File: src/rtl/tpu_skew_feeder_if.sv
// Handshake and array-edge bundle for tpu_skew_feeder.
// Lane i of in_data/out_data occupies bits [i*BITS_AB +: BITS_AB].
interface tpu_skew_feeder_if #(
    parameter int BITS_AB = 8,
    parameter int DIM     = 8
);
    logic                   in_valid;
    logic                   in_ready;
    logic [DIM*BITS_AB-1:0] in_data;
    logic                   in_last;
    logic [DIM*BITS_AB-1:0] out_data;
    logic                   out_en;
    logic                   busy;
    logic                   done;

    modport master (
        output in_valid, in_data, in_last,
        input  in_ready, out_data, out_en, busy, done
    );

    modport slave (
        input  in_valid, in_data, in_last,
        output in_ready, out_data, out_en, busy, done
    );
endinterface

File: src/rtl/tpu_skew_feeder.sv
// Diagonal-skew operand feeder for one systolic array edge; lane i lags lane 0 by i shifts.
// Optional macro TPU_FEEDER_BUBBLE_EN: an idle STREAM cycle shifts a zero vector instead of stalling.
module tpu_skew_lane #(
    parameter int W     = 8,
    parameter int DEPTH = 1
) (
    input  logic         clk,
    input  logic         rst_n,
    input  logic         shift,
    input  logic [W-1:0] din,
    output logic [W-1:0] dout
);
    logic [DEPTH-1:0][W-1:0] sr;

    always_ff @(posedge clk or negedge rst_n) begin
        if (!rst_n) begin
            sr <= '0;
        end else if (shift) begin
            sr[0] <= din;
            for (int k = 1; k < DEPTH; k++) sr[k] <= sr[k-1];
        end
    end

    assign dout = sr[DEPTH-1];
endmodule

module tpu_skew_feeder #(
    parameter int BITS_AB = 8,
    parameter int DIM     = 8
) (
    input  logic               clk,
    input  logic               rst_n,
    tpu_skew_feeder_if.slave   bus
);
    localparam int CW = (DIM > 1) ? $clog2(DIM) : 1;
    // Flush needs DIM-1 edges after the last accept; counter runs DIM-2 down to 0.
    localparam logic [CW-1:0] CNT_INIT = CW'((DIM > 1) ? DIM - 2 : 0);

    typedef enum logic [1:0] {IDLE, STREAM, FLUSH} state_t;

    state_t  state, state_nxt;
    logic [CW-1:0] cnt, cnt_nxt;
    logic    ready, accept, shift, done_nxt;
    logic [DIM-1:0][BITS_AB-1:0] in_lanes, head, tail;

    assign in_lanes = bus.in_data;
    assign ready    = (state != FLUSH);
    assign accept   = bus.in_valid && ready;

    always_comb begin
        state_nxt = state;
        cnt_nxt   = cnt;
        shift     = 1'b0;
        done_nxt  = 1'b0;
        head      = '0;
        unique case (state)
            IDLE, STREAM: begin
                if (accept) begin
                    shift = 1'b1;
                    head  = in_lanes;
                    if (bus.in_last) begin
                        if (DIM == 1) begin
                            state_nxt = IDLE;
                            done_nxt  = 1'b1;
                        end else begin
                            state_nxt = FLUSH;
                            cnt_nxt   = CNT_INIT;
                        end
                    end else begin
                        state_nxt = STREAM;
                    end
                end
`ifdef TPU_FEEDER_BUBBLE_EN
                else if (state == STREAM) begin
                    shift = 1'b1;
                end
`endif
            end
            FLUSH: begin
                shift = 1'b1;
                if (cnt == '0) begin
                    state_nxt = IDLE;
                    done_nxt  = 1'b1;
                end else begin
                    cnt_nxt = cnt - CW'(1);
                end
            end
            default: state_nxt = IDLE;
        endcase
    end

    always_ff @(posedge clk or negedge rst_n) begin
        if (!rst_n) begin
            state      <= IDLE;
            cnt        <= '0;
            bus.out_en <= 1'b0;
            bus.done   <= 1'b0;
        end else begin
            state      <= state_nxt;
            cnt        <= cnt_nxt;
            bus.out_en <= shift;
            bus.done   <= done_nxt;
        end
    end

    for (genvar i = 0; i < DIM; i++) begin : g_lane
        tpu_skew_lane #(
            .W     (BITS_AB),
            .DEPTH (i + 1)
        ) u_lane (
            .clk   (clk),
            .rst_n (rst_n),
            .shift (shift),
            .din   (head[i]),
            .dout  (tail[i])
        );
    end

    assign bus.out_data = tail;
    assign bus.in_ready = ready;
    assign bus.busy     = (state != IDLE);
endmodule

File: src/flat_wrapper.sv
// flat-port wrapper written by rule: the top's interface ports become plain ports
module tpu_skew_feeder_flat 
#(
    parameter int BITS_AB = 8,
    parameter int DIM     = 8
)
  (clk, rst_n, bus_in_valid, bus_in_data, bus_in_last, bus_in_ready, bus_out_data, bus_out_en, bus_busy, bus_done);
  tpu_skew_feeder_if #(.BITS_AB(BITS_AB), .DIM(DIM)) bus_i ();
  input  logic clk;
  input  logic rst_n;
  input wire logic [$bits(bus_i.in_valid)-1:0] bus_in_valid;
  input wire logic [$bits(bus_i.in_data)-1:0] bus_in_data;
  input wire logic [$bits(bus_i.in_last)-1:0] bus_in_last;
  output wire logic [$bits(bus_i.in_ready)-1:0] bus_in_ready;
  output wire logic [$bits(bus_i.out_data)-1:0] bus_out_data;
  output wire logic [$bits(bus_i.out_en)-1:0] bus_out_en;
  output wire logic [$bits(bus_i.busy)-1:0] bus_busy;
  output wire logic [$bits(bus_i.done)-1:0] bus_done;
  assign bus_i.in_valid = bus_in_valid;
  assign bus_i.in_data = bus_in_data;
  assign bus_i.in_last = bus_in_last;
  assign bus_in_ready = bus_i.in_ready;
  assign bus_out_data = bus_i.out_data;
  assign bus_out_en = bus_i.out_en;
  assign bus_busy = bus_i.busy;
  assign bus_done = bus_i.done;
  tpu_skew_feeder #(.BITS_AB(BITS_AB), .DIM(DIM)) u_core (.clk(clk), .rst_n(rst_n), .bus(bus_i));
endmodule
File: config.mk
export PLATFORM = sky130hd
export DESIGN_NAME = tpu_skew_feeder_flat
export DESIGN_NICKNAME = d
export VERILOG_FILES = /design/src/rtl/tpu_skew_feeder_if.sv /design/src/rtl/tpu_skew_feeder.sv /design/src/flat_wrapper.sv
export SDC_FILE = /design/constraint.sdc
export NUM_CORES = 1
export LEC_CHECK = 0
export ABC_AREA = 1
export BUFFER_PORTS_ARGS = -buffer_cell sky130_fd_sc_hd__buf_4
export CAP_MARGIN = 20
export CORE_ASPECT_RATIO = 0.9
export CORE_MARGIN = 5
export CORE_UTILIZATION = 58
export DETAILED_ROUTE_END_ITERATION = 8
export PLACE_DENSITY = 0.87
export SKIP_CTS_REPAIR_TIMING = 1
export SYNTH_ARGS = -nofsm -noshare
export SYNTH_HDL_FRONTEND = slang
export SYNTH_SLANG_ARGS = --single-unit
File: constraint.sdc
create_clock -name clk -period 1.5 [get_ports clk]
set_input_delay 0.075 -clock clk [delete_from_list [all_inputs] [get_ports clk]]
set_output_delay 0.075 -clock clk [all_outputs]
set_load 0.02 [all_outputs]
== Word level (Yosys, flattened, before mapping) ==
Index checks and enable logic that the tools add are counted.
Storage, ports and cells
  flip-flop bits (word level): 295
  output and inout bits: 68
  logic and storage cells: 70
Operators by class
  add/sub/neg operators: 1
  equal/unequal tests: 7
  multiplexer cells: 14
  reductions and logical operators: 8
Operators by type and width (number)
  $mux 64: 2
  $mux 3: 3
  $mux 2: 3
  $ne 2x2->1 const B: 3
  $pmux 3 s2: 1
  $ne 2x1->1 const B: 2
  $pmux 2 s2: 1
  $reduce_and 4->1: 1
  $reduce_bool 2->1: 2
  $logic_not 3->1: 1
  $mux 1: 3
  $sub 3x1->3 const B: 1
  $eq 2x1->1 const B: 1
  $eq 2x2->1 const B: 1
  $logic_not 2->1: 1
  $pmux 1 s2: 1
  $reduce_and 2->1: 1
  $reduce_or 2->1: 1
  $logic_and 1x1->1: 1

== Logic depth before layout (Yosys ltp) ==
Gate-level depths: netlist of run 1.
  depth in word-level cells: 4
  depth in mapped cells: 7

== By module ==
Synthesis of run 1 repeated with hierarchy kept, for this count alone.
Unflattened totals
  cells, all modules: 1450
  area total of the unflattened synthesis: 12582.1 µm²
By module, submodules not included
  tpu_skew_lane (u_core.g_lane[7].u_lane): instances 1, cells each 278, area each 2506.2 µm², sequential area each 1601.5 µm²
  tpu_skew_lane (u_core.g_lane[6].u_lane): instances 1, cells each 245, area each 2174.6 µm², sequential area each 1401.3 µm²
  tpu_skew_lane (u_core.g_lane[5].u_lane): instances 1, cells each 211, area each 1875.5 µm², sequential area each 1201.2 µm²
  tpu_skew_lane (u_core.g_lane[4].u_lane): instances 1, cells each 178, area each 1676.6 µm², sequential area each 1001.0 µm²
  tpu_skew_lane (u_core.g_lane[3].u_lane): instances 1, cells each 144, area each 1355.0 µm², sequential area each 800.8 µm²
  tpu_skew_lane (u_core.g_lane[2].u_lane): instances 1, cells each 110, area each 1037.2 µm², sequential area each 600.6 µm²
  tpu_skew_feeder: instances 1, cells each 174, area each 914.6 µm², sequential area each 175.2 µm²
  tpu_skew_lane (u_core.g_lane[1].u_lane): instances 1, cells each 76, area each 737.0 µm², sequential area each 400.4 µm²
  tpu_skew_lane (u_core.g_lane[0].u_lane): instances 1, cells each 34, area each 305.3 µm², sequential area each 200.2 µm²

== Least setup slack after synthesis of run 1 ==
OpenSTA, ideal clock, no wires.
  path kind: register to register
  from: register u_core.state[1]
  to: register u_core.g_lane[5].u_lane.sr[14] (netlist name)
  arrival: 1062 ps
  required time: 1384 ps
  slack: 322 ps
  cell stages (with the launch flop): 8
  clock period less this slack: 1178 ps
  path through: dfrtp_1 inv_2 nand2_1 buf_4 buf_6 buf_4 nand3_1 nand2_1
On the way
  word-level cells in the longest chain between the ends: 4
  elaborated cells between the ends (all ways): 8
  classes of those cells: 3 x eq/ne; 2 x mux; 3 x reduce/logical
Ends and longest elaborated chain
  from (decl): line tpu_skew_feeder.sv:41  | state_t state, state_nxt;
  from (signal assigned): line tpu_skew_feeder.sv:99  | state <= state_nxt;
  $ne 2x2->1: line tpu_skew_feeder.sv:47  | assign ready = (state != FLUSH);
  $logic_and 1x1->1: line tpu_skew_feeder.sv:48  | assign accept = bus.in_valid && ready;
  $mux 1: line tpu_skew_feeder.sv:58  | if (accept) begin
  $pmux 1 s2 (*): line tpu_skew_feeder.sv:56  | unique case (state)
  to (decl): line tpu_skew_feeder.sv:13  | logic [DEPTH-1:0][W-1:0] sr;
Every way passes the cells marked *; elsewhere a longest branch is shown, timed or not.
A chain may end at the register's enable or synchronous reset.

== Worst setup path in the final report of run 1 ==
  from: register u_core.state[1]
  to: output port bus_busy
On the way
  word-level cells in the longest chain between the ends: 1
Ends and longest elaborated chain
  $reduce_bool 2->1: line tpu_skew_feeder.sv:121  | assign bus.busy = (state != IDLE);
  to (decl): line flat_wrapper.sv:17  | output wire logic [$bits(bus_i.busy)-1:0] bus_busy;
No other way between the ends.

==> results of run 1 <==
-- power by group through the flow --
stage                     logic [mW]  clock network (mW)  registers (mW)
after floorplan                 8.42                   0            12.9
after global placement          10.7                   0            13.2
after detailed placement        11.1                   0            13.3
after CTS                       11.2                8.10            13.3
after global routing            13.3                8.43            13.8
final                           12.0                8.02            13.4
-- placed cells by master, fill, tap and decap left out --
cell,n
bufinv_16,6
dfrtp_2,1
nor2_1,3
clkbuf_1,3
clkinv_2,4
inv_6,1
buf_8,1
buf_12,23
nand2_4,1
nand2_2,1
ha_1,2
clkbuf_8,9
nand2_8,2
clkbuf_16,32
nand3b_1,1
nand2_1,524
inv_1,4
o21ai_0,1
inv_2,1
buf_4,156
buf_6,3
buf_16,1
clkinv_4,1
dlygate4sd3_1,66
dfrtp_1,294
nand3_1,357
-- area by class of cell --
| class | instances | share of cell area |
|---|---|---|
| inverter | 6 | 0.001818 |
| clock inverter | 11 | 0.01380 |
| multi-input combinational | 892 | 0.2549 |
| sequential | 295 | 0.4876 |
| timing repair buffer | 253 | 0.1614 |
| tap | 286 | 0.02363 |
| clock buffer | 41 | 0.05685 |
-- cells by family after synthesis --
group	count (synthesis)	share of synthesized area
and+or+nand+nor	889	0.3094
DFF	295	0.6027
buffers and inverters	164	0.08550
adders and majority gates	2	0.002043
AOI/OAI and AO/OA	1	0.0004082
-- layer usage --
metal,share of wire,routed length [µm],track usage,vias to the layer above
met2,0.50,15040,0.3562,443
met1,0.41,12540,0.3273,4889
li1,-,-,-,4564
met4,0.023,694,0.05828,0
met5,0,0,0,-
met3,0.065,1953,0.03568,62
-- registers in the layout, indices dropped and copies added, names as in the netlist --
register	cells
u_core.bus.done	1
u_core.bus.out_en	1
u_core.state	2
u_core.g_lane.u_lane.sr	224
u_core.g_lane.u_lane.dout	64
u_core.cnt	3
-- metrics by stage --
step	cells	utilization	TNS (ps)	total power [mW]
floorplan	1351	-	0	21.33
global placement	1655	0.6375	0	23.89
detailed placement	1655	0.6375	0	24.41
CTS	1707	0.6890	-358.8	32.61
global route	1784	0.7290	-142.3	35.44
finish	1784	0.7290	-15.21	33.41
-- how the worst min path moves through the flow --
stage | from | to | slack, ps | depth (start not counted)
final | rst_n | u_core.g_lane[1].u_lane.dout[7]$_DFFE_PN0P_ | 20 | 2
after floorplan | rst_n | u_core.bus.done$_DFF_PN0_ | -220 | 0
after global placement | rst_n | u_core.g_lane[1].u_lane.sr[7]$_DFFE_PN0P_ | 10 | 1
after detailed placement | rst_n | u_core.g_lane[7].u_lane.sr[7]$_DFFE_PN0P_ | 20 | 1
after CTS | rst_n | u_core.bus.out_en$_DFF_PN0_ | -560 | 1
after global routing | bus_in_valid | u_core.g_lane[7].u_lane.sr[36]$_DFFE_PN0P_ | 60 | 5
==> key figures, run 1 <==
Floorplanning
  – Std-Cell Rows: 50
  – Horiz. Die Dim: 163.2 µm
  – I/O pin total: approximately 140
  – Core outline area: about 21000 µm²
  – Total die area: 24130 µm²
  – Effective utilization at floorplan: 0.5898
  – Die Height: roughly 150 µm

Placed design
  – Post-Place Worst Slack: 115.7 ps
  – Port Buf Inserts: 135
  – Total half-perimeter wirelength after legalization and detailed placement: 16180 µm
  – Area after DPL: 13240 µm²
  – Gp weighted congestion: 0.8204

Worst setup path
  – Critical Path Stages: 4
  – Depth of the worst register-to-register path: 6
  – Critical path's slowest cell: dfrtp_2
  – Highest net fanout along the worst path: 5
  – Critical Setup Path Class: reg2out
  – Kind of cell adding the most delay to the critical path: flip-flops
  – Buffers plus inverters on the worst setup path: 3
  – Critical path arrival: around 1400 ps
  – Worst reg2reg setup slack: roughly 30 ps
  – Worst endpoint required time: 1420 ps
  – Launch instance of the worst register-to-register path: u_core.state[1]$_DFFE_PN0P_
  – Endpoint of the lowest-slack register-to-register path: u_core.g_lane[5].u_lane.sr[30]$_DFFE_PN0P_
  – Maximum cell stage delay along the critical path: 460 ps
  – Kind of launch point of the worst setup path: flop
  – Critical path capture point: bus_busy
  – Ordered cell list for the critical path: clkinv_4 > buf_12 > nand2_2 > buf_6
  – Startpoint of the worst setup timing path: u_core.state[1]$_DFFE_PN0P_
  – Endpoint type of the worst setup path: output port

Synthesis
  – EDFF count, synth: 0
  – Number of synthesized register bits: 295
  – Share of async-settable or async-resettable flops after synthesis: 1.000
  – Flip-flop cell with the highest count after synthesis: dfrtp_1
  – Most numerous cell types in the synthesized netlist: nand2_1, nand3_1, dfrtp_1
  – Post-synthesis cell area: between 10000 and 15000 µm²
  – Total nets after synthesis: 1421
  – Count of different cell masters after synthesis: 15
  – Register area share after synthesis: 0.6027
  – Warning count from the yosys run: 0
  – Count leader, synth: nand2_1
  – Proportion of netlist area held by the largest area contributor: 0.6027
  – Most area-consuming cells after synthesis: dfrtp_1, nand2_1, nand3_1
  – Library cell occupying the most area in the post-synthesis netlist: dfrtp_1
  – Post-Synthesis Cells: 1351
  – Mean area per synthesized cell: 9.067 µm²

Detailed routing
  – Via total after detailed routing: around 10000
  – Number of optimization iterations in the first detailed-route pass: 6
  – DR vias/cell: 5.582
  – Sum of routed wire length over all layers: 30230 µm
  – Remaining DRCs: 0
  – Mean routed wirelength per cell: between 15 and 20 µm
  – Count of nets left with antenna violations after detail routing: 0
  – Starting DRC count in detailed routing: 1240

Power
  – Clock network power share: 0.240
  – Sequential fraction of design power: 0.401
  – Largest voltage drop on the vdd net: about 1500 µV
  – Total net switching power: roughly 12 mW
  – Power Internal: 21.01 mW
  – Switching power share of the total: 0.3710
  – Relative contribution of combinational cells to total power: 0.358
  – Power per standard cell area: 2206 nW/µm²
  – Leak pwr: 8.208 nW

STA
  – Maximum clock skew at final layout: 14.56 ps
  – Worst rel slew slack: 0.7207
  – Setup WS post-layout: -15.21 ps
  – Achievable Freq: between 0.6 and 0.7 GHz
  – Count of final hold-check violations: 0
  – Actual slew at the worst max-slew pin: 419.0 ps
  – RSZ-0062 raised after global routing: yes
  – Hold WS: 24.77 ps
  – Final slew viol count: 0
  – Share of the clock period used by the worst path after layout: 1.010
  – Min Tclk post-route: between 1500 and 2000 ps
  – Final setup violation count: 1

Global route
  – Remaining global-route overflow: 0
  – Via count of the first global-routing pass: 9360
  – Global-route wire length before repair: between 40000 and 50000 µm
  – Global-route total usage across every layer: 0.2242
  – Initial antenna violation count: 0
  – Maximum number of pins on one net before global-route repair: 86

Cells and area
  – Fin area: 15140 µm²
  – ANT cells: 0
  – NumNets Final: 1547
  – Layout-stage area growth over the synthesis result: 23.62%
  – Sequential cell area: between 7000 and 8000 µm²
  – Count of filler cells inserted in the layout: about 1400
  – Combined area of the multi-input logic cells: just under 4000 µm²
  – Share of cells above drive strength 1: 0.1622

Job
  – Max-cap violation count: 0

Clock tree
  – H-Tree Level Count: 1
  – Buffer cell driving the clock tree root: clkbuf_16
  – Clock-pin transition on the worst setup and hold timing paths: approximately 70 ps
  – Clock sink count: approximately 300
  – Clock latency of the later-clocked register in the worst-skew pair: 540 ps
  – TritonCTS clock tree: built
  – Number of buffers added by the clock tree synthesis step: 29
  – Max Buffers Root-to-Sink: 3

Hold path
  – Kind of path behind the tightest hold check: in2async

Run status
  – Result of the run: finished, violations left
  – Violated checks: setup timing
(Power assumes the default switching activity.)
==> inputs of run 2 (changes only) <==
--- a/config.mk
+++ b/config.mk
@@ -10,10 +10,13 @@
 export CAP_MARGIN = 20
 export CORE_ASPECT_RATIO = 0.9
 export CORE_MARGIN = 5
-export CORE_UTILIZATION = 58
+export CORE_UTILIZATION = 59
+export CTS_BUF_LIST = sky130_fd_sc_hd__clkbuf_8 sky130_fd_sc_hd__clkbuf_16
 export DETAILED_ROUTE_END_ITERATION = 8
-export PLACE_DENSITY = 0.87
+export PLACE_DENSITY = 0.88
+export REMOVE_ABC_BUFFERS = 1
 export SKIP_CTS_REPAIR_TIMING = 1
 export SYNTH_ARGS = -nofsm -noshare
 export SYNTH_HDL_FRONTEND = slang
+export SYNTH_HIERARCHICAL = 1
 export SYNTH_SLANG_ARGS = --single-unit
==> run 2 against run 1 <==
Effect of this change: the run still ends with setup timing left; cell area up 2.8%; core utilization up 1.6 points; via count down 4.1%; clock power down 1%; sequential power down 6%; clock skew up 3.3 ps; synthesized area up 2.7%; worst hold slack better by 34 ps; flip-flop and latch count unchanged; final cell count up 7.6%; critical path depth up 5; global-route usage down 3.3 points; critical endpoint is now u_core/g_lane[0].u_lane/dout[7]$_DFFE_PN0P_; largest power group unchanged.
==> key figures, run 2 <==
STA
  – Min Tclk post-route: ~1600 ps
  – Worst rel slew slack: 0.6964
  – Share of the clock period used by the worst path after layout: 1.036
  – Final setup violation count: 68
  – Achievable Freq: 0.6435 GHz
  – RSZ-0062 raised after global routing: yes
  – Actual slew at the worst max-slew pin: 455.4 ps
  – Final slew viol count: 0
  – Setup WS post-layout: -53.99 ps
  – Count of final hold-check violations: 0
  – Maximum clock skew at final layout: 17.91 ps

Detailed routing
  – Count of nets left with antenna violations after detail routing: 0
  – DR vias/cell: just under 5
  – Number of optimization iterations in the first detailed-route pass: 7
  – Remaining DRCs: 0
  – Sum of routed wire length over all layers: 28240 µm
  – Starting DRC count in detailed routing: 670
  – Via total after detailed routing: 9547
  – Mean routed wirelength per cell: between 10 and 15 µm

Synthesis
  – Mean area per synthesized cell: 8.677 µm²
  – Post-Synthesis Cells: 1450
  – Flip-flop cell with the highest count after synthesis: dfrtp_1
  – Share of synthesized cell area in full adder, half adder and majority cells: 0.001989
  – Fraction of synthesized cell area in xor and xnor cells: 0
  – Post-synthesis cell area: 12580 µm²
  – Main combinational cell family by area after synthesis: simple AND/OR/NAND/NOR gates
  – Warning count from the yosys run: 6
  – Post-synthesis simple-gate area fraction: 0.2974
  – Count of different cell masters after synthesis: 19
  – Most area-consuming cells after synthesis: dfrtp_1, nand2_1, buf_4
  – Number of synthesized register bits: slightly below 300
  – Post-synthesis compound-gate area fraction: 0.0005967
  – Share of async-settable or async-resettable flops after synthesis: 1.000
  – Register area share after synthesis: 0.5867
  – Multiplexer fraction of the synthesized cell area: 0
  – Count leader, synth: nand2_1
  – EDFF count, synth: 0
  – Most numerous cell types in the synthesized netlist: nand2_1, dfrtp_1, inv_1
  – Library cell occupying the most area in the post-synthesis netlist: dfrtp_1
  – Proportion of netlist area held by the largest area contributor: 0.5867

Power
  – Switching power share of the total: 0.3631
  – Power per standard cell area: 2051 nW/µm²
  – Leak pwr: 8.917 nW
  – Largest voltage drop on the vdd net: ~1300 µV
  – Total net switching power: 11.59 mW
  – Sequential fraction of design power: 0.395
  – Relative contribution of combinational cells to total power: 0.357
  – Clock network power share: 0.249
  – Power Internal: ~20 mW

Floorplanning
  – Total die area: approximately 24000 µm²
  – I/O pin total: 136
  – Horiz. Die Dim: about 160 µm
  – Std-Cell Rows: 50
  – Die Height: around 150 µm
  – Effective utilization at floorplan: 0.6022
  – Core outline area: 20900 µm²

Worst setup path
  – Critical Setup Path Class: reg2reg
  – Ordered cell list for the critical path: inv_2 > nor2_4 > inv_4 > nand2_8 > buf_12 > buf_4 > buf_8 > nand2_1 > nand2_1
  – Buffers plus inverters on the worst setup path: 5
  – Worst endpoint required time: approximately 2000 ps
  – Maximum cell stage delay along the critical path: 400 ps
  – Kind of cell adding the most delay to the critical path: buffers and inverters
  – Highest net fanout along the worst path: 18
  – Critical path arrival: 2030 ps
  – Endpoint type of the worst setup path: flop
  – Worst reg2reg setup slack: -50 ps
  – Most frequent CP cell: nand2_1
  – Critical path's slowest cell: dfrtp_1
  – Kind of launch point of the worst setup path: flop

Cells and area
  – Top reg by flops: u_core/g_lane.u_lane/sr
  – Layout-stage area growth over the synthesis result: 23.75%
  – Most common library cell in the layout ignoring fill and taps: nand2_1
  – Count of filler cells inserted in the layout: around 1400
  – Commonest non-fill, non-tap cells in the layout: nand2_1, dfrtp_1, buf_4
  – Sequential cell area: 7382 µm²
  – Combined area of the multi-input logic cells: 3829 µm²
  – Final core occ: 0.7452
  – Number of flip-flops under the largest register name: between 200 and 250
  – NumNets Final: 1679
  – Share of cells above drive strength 1: 0.1979

Placed design
  – Total half-perimeter wirelength after legalization and detailed placement: 13780 µm
  – Port Buf Inserts: 135
  – Post-Place Worst Slack: -136.6 ps
  – Gp weighted congestion: 0.7668

Global route
  – Maximum number of pins on one net before global-route repair: 76
  – Global-route wire length before repair: 39470 µm
  – Remaining global-route overflow: 0
  – Global-route total usage across every layer: 0.1916
  – Via count of the first global-routing pass: 8561
  – Initial antenna violation count: 1

Clock tree
  – Number of buffers added by the clock tree synthesis step: 30
  – H-Tree Level Count: 1
  – Buffer cell driving the clock tree root: clkbuf_16
  – TritonCTS clock tree: built
  – Max Buffers Root-to-Sink: 3
  – Clock latency of the later-clocked register in the worst-skew pair: 550 ps
  – Clock-pin transition on the worst setup and hold timing paths: 70 ps
  – Clock sink count: 295

Run status
  – Violated checks: setup timing
  – Result of the run: finished, violations left

Job
  – Max-cap violation count: 0

Hold path
  – Kind of path behind the tightest hold check: in2async
run 2: cell count changes in the layout (fill, tap and decap cells not counted), moves of 5 or more:
cell       delta
nand3_1     -351
buf_12        -5
nor2_1       +53
buf_4        -15
inv_1        +68
nand2_2      +65
nor2_2       +10
buf_6         +5
nand2_1     +286
clkbuf_16     +8
run 2: final timing paths:
path                                                          endpoint  cells after the start                                      start
max                        u_core/g_lane[0].u_lane/dout[7]$_DFFE_PN0P_                      9                u_core/state[1]$_DFFE_PN0P_
min                          u_core/g_lane[2].u_lane/sr[0]$_DFFE_PN0P_                      2                                      rst_n
max reg2reg                u_core/g_lane[0].u_lane/dout[7]$_DFFE_PN0P_                      9                u_core/state[1]$_DFFE_PN0P_
min reg2reg                 u_core/g_lane[3].u_lane/sr[15]$_DFFE_PN0P_                      2  u_core/g_lane[3].u_lane/sr[7]$_DFFE_PN0P_
max in group asynchronous  u_core/g_lane[6].u_lane/dout[2]$_DFFE_PN0P_                      3                                      rst_n
min in group clk                           u_core/state[0]$_DFFE_PN0P_                      3                                bus_in_last
run 2: metrics by stage:
stage / hold WS [ps] / TNS [ps] / std cells / power (mW) / cell area (µm²)
3_5_place_dp: 30.60 / -7474 / 1770 / 21.76 / 13230
2_1_floorplan: -220.6 / -2059020 / 1327 / 15.08 / 11480
5_1_grt: 90.71 / -8995 / 1919 / 33.87 / 15570
3_3_place_gp: 24.71 / -1276 / 1770 / 21.28 / 13230
4_1_cts: -548.7 / -12780 / 1825 / 29.83 / 14310
6_report: 59.24 / -872.6 / 1919 / 31.93 / 15570
run 2: worst register-to-register path, stage by stage (launching register included):
cell	delay [ps]
dfrtp_1	400
inv_2	80
nor2_4	170
inv_4	70
nand2_8	130
buf_12	120
buf_4	140
buf_8	180
nand2_1	90
nand2_1	110
run 2: power by group through the flow:
stage	registers [mW]	logic [mW]	clock network [mW]
after floorplan	12.1	3.00	0
after global placement	12.5	8.83	0
after detailed placement	12.6	9.19	0
after CTS	12.5	9.27	8.07
after global routing	12.9	12.5	8.45
final	12.6	11.4	7.94
run 2: final cells by class:
type | count | share of cell area
Timing Repair Buffer | 250 | 0.1643
Antenna cell | 1 | 0.0001607
Inverter | 78 | 0.02322
Clock inverter | 18 | 0.01495
Clock buffer | 37 | 0.05440
Tap cell | 286 | 0.02298
Multi-Input combinational cell | 954 | 0.2459
Sequential cell | 295 | 0.4741
run 2: logic make-up after synthesis:
logic type / after synthesis
AOI/OAI and AO/OA: 1
adders and majority gates: 2
buffers and inverters: 201
DFF: 295
and+or+nand+nor: 951
run 2: metal layers:
layer | part of all wire | global-route usage | vias up
met5 | 0 | 0 | -
met4 | 0.039 | 0.05618 | 0
met3 | 0.057 | 0.04184 | 92
met2 | 0.51 | 0.3207 | 331
met1 | 0.40 | 0.2539 | 4576
li1 | - | - | 4548
==> inputs of run 3 (changes only) <==
--- a/config.mk
+++ b/config.mk
@@ -5,7 +5,6 @@
 export SDC_FILE = /design/constraint.sdc
 export NUM_CORES = 1
 export LEC_CHECK = 0
-export ABC_AREA = 1
 export BUFFER_PORTS_ARGS = -buffer_cell sky130_fd_sc_hd__buf_4
 export CAP_MARGIN = 20
 export CORE_ASPECT_RATIO = 0.9
==> run 3 against run 2 <==
Effect of this change: the run still ends with setup timing left; routed wire length fell by 15%; non-clock buffer count rose by 1; sequential power is 8% higher; die area up 1.7%.
==> key figures, run 3 <==
Run status
  – Result of the run: finished, violations left
  – Violated checks: setup timing

Clock tree
  – Max Buffers Root-to-Sink: 3
  – Clock latency of the later-clocked register in the worst-skew pair: 530 ps
  – Buffer cell driving the clock tree root: clkbuf_16
  – Clock sink count: 295
  – H-Tree Level Count: 1
  – Clock-pin transition on the worst setup and hold timing paths: 60 ps
  – Number of buffers added by the clock tree synthesis step: 29
  – TritonCTS clock tree: built

Synthesis
  – Fraction of synthesized cell area in xor and xnor cells: 0
  – Count of different cell masters after synthesis: 23
  – Flip-flop cell with the highest count after synthesis: dfrtp_1
  – Library cell occupying the most area in the post-synthesis netlist: dfrtp_1
  – Post-Synthesis Cells: 763
  – Multiplexer fraction of the synthesized cell area: 0.3089
  – Warning count from the yosys run: 6
  – Share of async-settable or async-resettable flops after synthesis: 1.000
  – Post-synthesis compound-gate area fraction: 0.003319
  – Proportion of netlist area held by the largest area contributor: 0.5760
  – Most numerous cell types in the synthesized netlist: dfrtp_1, mux2_4, mux2_2
  – Main combinational cell family by area after synthesis: multiplexers
  – Register area share after synthesis: 0.5760
  – EDFF count, synth: 0
  – Number of synthesized register bits: 295
  – Most area-consuming cells after synthesis: dfrtp_1, mux2_4, mux2_2
  – Share of synthesized cell area in full adder, half adder and majority cells: 0.001953
  – Count leader, synth: dfrtp_1
  – Mean area per synthesized cell: 16.80 µm²
  – Post-synthesis cell area: 12820 µm²
  – Post-synthesis simple-gate area fraction: 0.03632

Placed design
  – Port Buf Inserts: 135
  – Total half-perimeter wirelength after legalization and detailed placement: approximately 13000 µm
  – Post-Place Worst Slack: -219.2 ps
  – Gp weighted congestion: 0.7310
  – Area after DPL: 13710 µm²

Worst setup path
  – Critical Path Stages: 5
  – Startpoint of the worst setup timing path: u_core/state[1]$_DFFE_PN0P_
  – Kind of cell adding the most delay to the critical path: simple AND/OR/NAND/NOR gates
  – Buffers plus inverters on the worst setup path: 2
  – Kind of launch point of the worst setup path: flop
  – Maximum cell stage delay along the critical path: 420 ps
  – Most frequent CP cell: clkbuf_16
  – Highest net fanout along the worst path: 9
  – Critical Setup Path Class: reg2reg
  – Critical path capture point: u_core/g_lane[3].u_lane/sr[20]$_DFFE_PN0P_
  – Critical path arrival: approximately 2100 ps
  – Ordered cell list for the critical path: and2b_4 > or2_4 > clkbuf_16 > clkbuf_16 > mux2_4
  – Worst reg2reg setup slack: -180 ps
  – Endpoint type of the worst setup path: flop
  – Critical path's slowest cell: dfrtp_1
  – Worst endpoint required time: 1910 ps
  – Depth of the worst register-to-register path: 5
  – Endpoint of the lowest-slack register-to-register path: u_core/g_lane[3].u_lane/sr[20]$_DFFE_PN0P_
  – Launch instance of the worst register-to-register path: u_core/state[1]$_DFFE_PN0P_

Hold path
  – Kind of path behind the tightest hold check: in2async

Floorplanning
  – Die Height: about 150 µm
  – I/O pin total: 136
  – Std-Cell Rows: 51
  – Core outline area: roughly 22000 µm²
  – Effective utilization at floorplan: 0.5960
  – Total die area: 24770 µm²
  – Horiz. Die Dim: roughly 170 µm

Detailed routing
  – Starting DRC count in detailed routing: 293
  – Count of nets left with antenna violations after detail routing: 0
  – Number of optimization iterations in the first detailed-route pass: 4
  – Sum of routed wire length over all layers: approximately 24000 µm
  – Mean routed wirelength per cell: ~19 µm
  – Remaining DRCs: 0
  – DR vias/cell: 5.106
  – Via total after detailed routing: 6449

Global route
  – Via count of the first global-routing pass: 6770
  – Initial antenna violation count: 0
  – Global-route total usage across every layer: 0.1690
  – Remaining global-route overflow: 0
  – Global-route wire length before repair: 34430 µm
  – Maximum number of pins on one net before global-route repair: 67

STA
  – Maximum clock skew at final layout: between 15 and 20 ps
  – RSZ-0062 raised after global routing: yes
  – Final slew viol count: 0
  – Final sum of negative setup slack: -38590 ps
  – Setup WS post-layout: -183.2 ps
  – Share of the clock period used by the worst path after layout: 1.122
  – Hold WS: 65.42 ps
  – Actual slew at the worst max-slew pin: about 520 ps
  – Count of final hold-check violations: 0
  – Min Tclk post-route: between 1500 and 2000 ps
  – Final setup violation count: 287
  – Worst rel slew slack: 0.6561
  – Achievable Freq: about 0.59 GHz

Power
  – Leak pwr: about 8.1 nW
  – Power per standard cell area: 2271 nW/µm²
  – Largest voltage drop on the vdd net: 1322 µV

Cells and area
  – Count of filler cells inserted in the layout: between 1000 and 1500
  – Number of flip-flops under the largest register name: roughly 220
  – Combined area of the multi-input logic cells: approximately 4500 µm²
  – ANT cells: 0
  – Most common library cell in the layout ignoring fill and taps: dfrtp_1
  – Layout-stage area growth over the synthesis result: 23.39%
  – Commonest non-fill, non-tap cells in the layout: dfrtp_1, mux2_4, buf_4
  – Fin area: 15810 µm²
  – Share of cells above drive strength 1: 0.5412
  – Final core occ: 0.7354
  – Sequential cell area: roughly 7400 µm²
  – NumNets Final: 1020
  – Top reg by flops: u_core/g_lane.u_lane/sr

Job
  – Max-cap violation count: 0
[run 3: cell types whose count changed in the layout (fill, tap and decap cells not counted), sizes merged, moves of 2 or more]
cell      delta
inv         -75
nor2        -65
clkinvlp     -2
nand3        -3
mux2       +288
and2        +64
nand2      -877
[run 3: logic make-up (layout without fill, tap and decap cells)]
| logic type | count (synthesis) | after routing |
|---|---|---|
| AOI/OAI and AO/OA | 5 | 5 |
| adders and majority gates | 2 | 2 |
| buffers and inverters | 98 | 307 |
| DFF | 295 | 295 |
| muxes | 289 | 289 |
| and+or+nand+nor | 74 | 74 |
[run 3: per-stage QoR]
step	cells	power, mW
global route	1263	37.64
global placement	1127	26.03
CTS	1180	34.60
finish	1263	35.92
floorplan	668	18.72
detailed placement	1127	26.58
[run 3: worst min-delay path by stage]
stage                     start                                           to  depth (start not counted)
after global routing      rst_n   u_core/g_lane[6].u_lane/sr[36]$_DFFE_PN0P_                          2
after global placement    rst_n  u_core/g_lane[7].u_lane/dout[5]$_DFFE_PN0P_                          1
after floorplan           rst_n                    u_core/bus.done$_DFF_PN0_                          0
after CTS                 rst_n   u_core/g_lane[7].u_lane/sr[37]$_DFFE_PN0P_                          1
after detailed placement  rst_n  u_core/g_lane[7].u_lane/dout[5]$_DFFE_PN0P_                          1
final                     rst_n  u_core/g_lane[6].u_lane/dout[4]$_DFFE_PN0P_                          2
[run 3: area by class of cell]
class | instances | share of cell area
sequential | 295 | 0.4668
clock buffer | 37 | 0.05285
clock inverter | 16 | 0.01329
inverter | 3 | 0.0007121
timing repair buffer | 251 | 0.1590
multi-input combinational | 370 | 0.2844
tap | 291 | 0.02302
[run 3: report_power, final]
group          switching, mW  internal (mW)  leakage, nW
Combinational           5.51           9.00         3.64
Sequential              2.09           11.5         3.91
Clock                   3.01           4.77        0.531
[run 3: per-layer routing]
metal / wire length (µm) / global-route usage / vias up
li1: - / - / 2931
met1: 10200 / 0.2376 / 3349
met2: 12170 / 0.2741 / 126
met3: 1014 / 0.03938 / 43
met4: 509 / 0.03299 / 0
met5: 0 / 0 / -
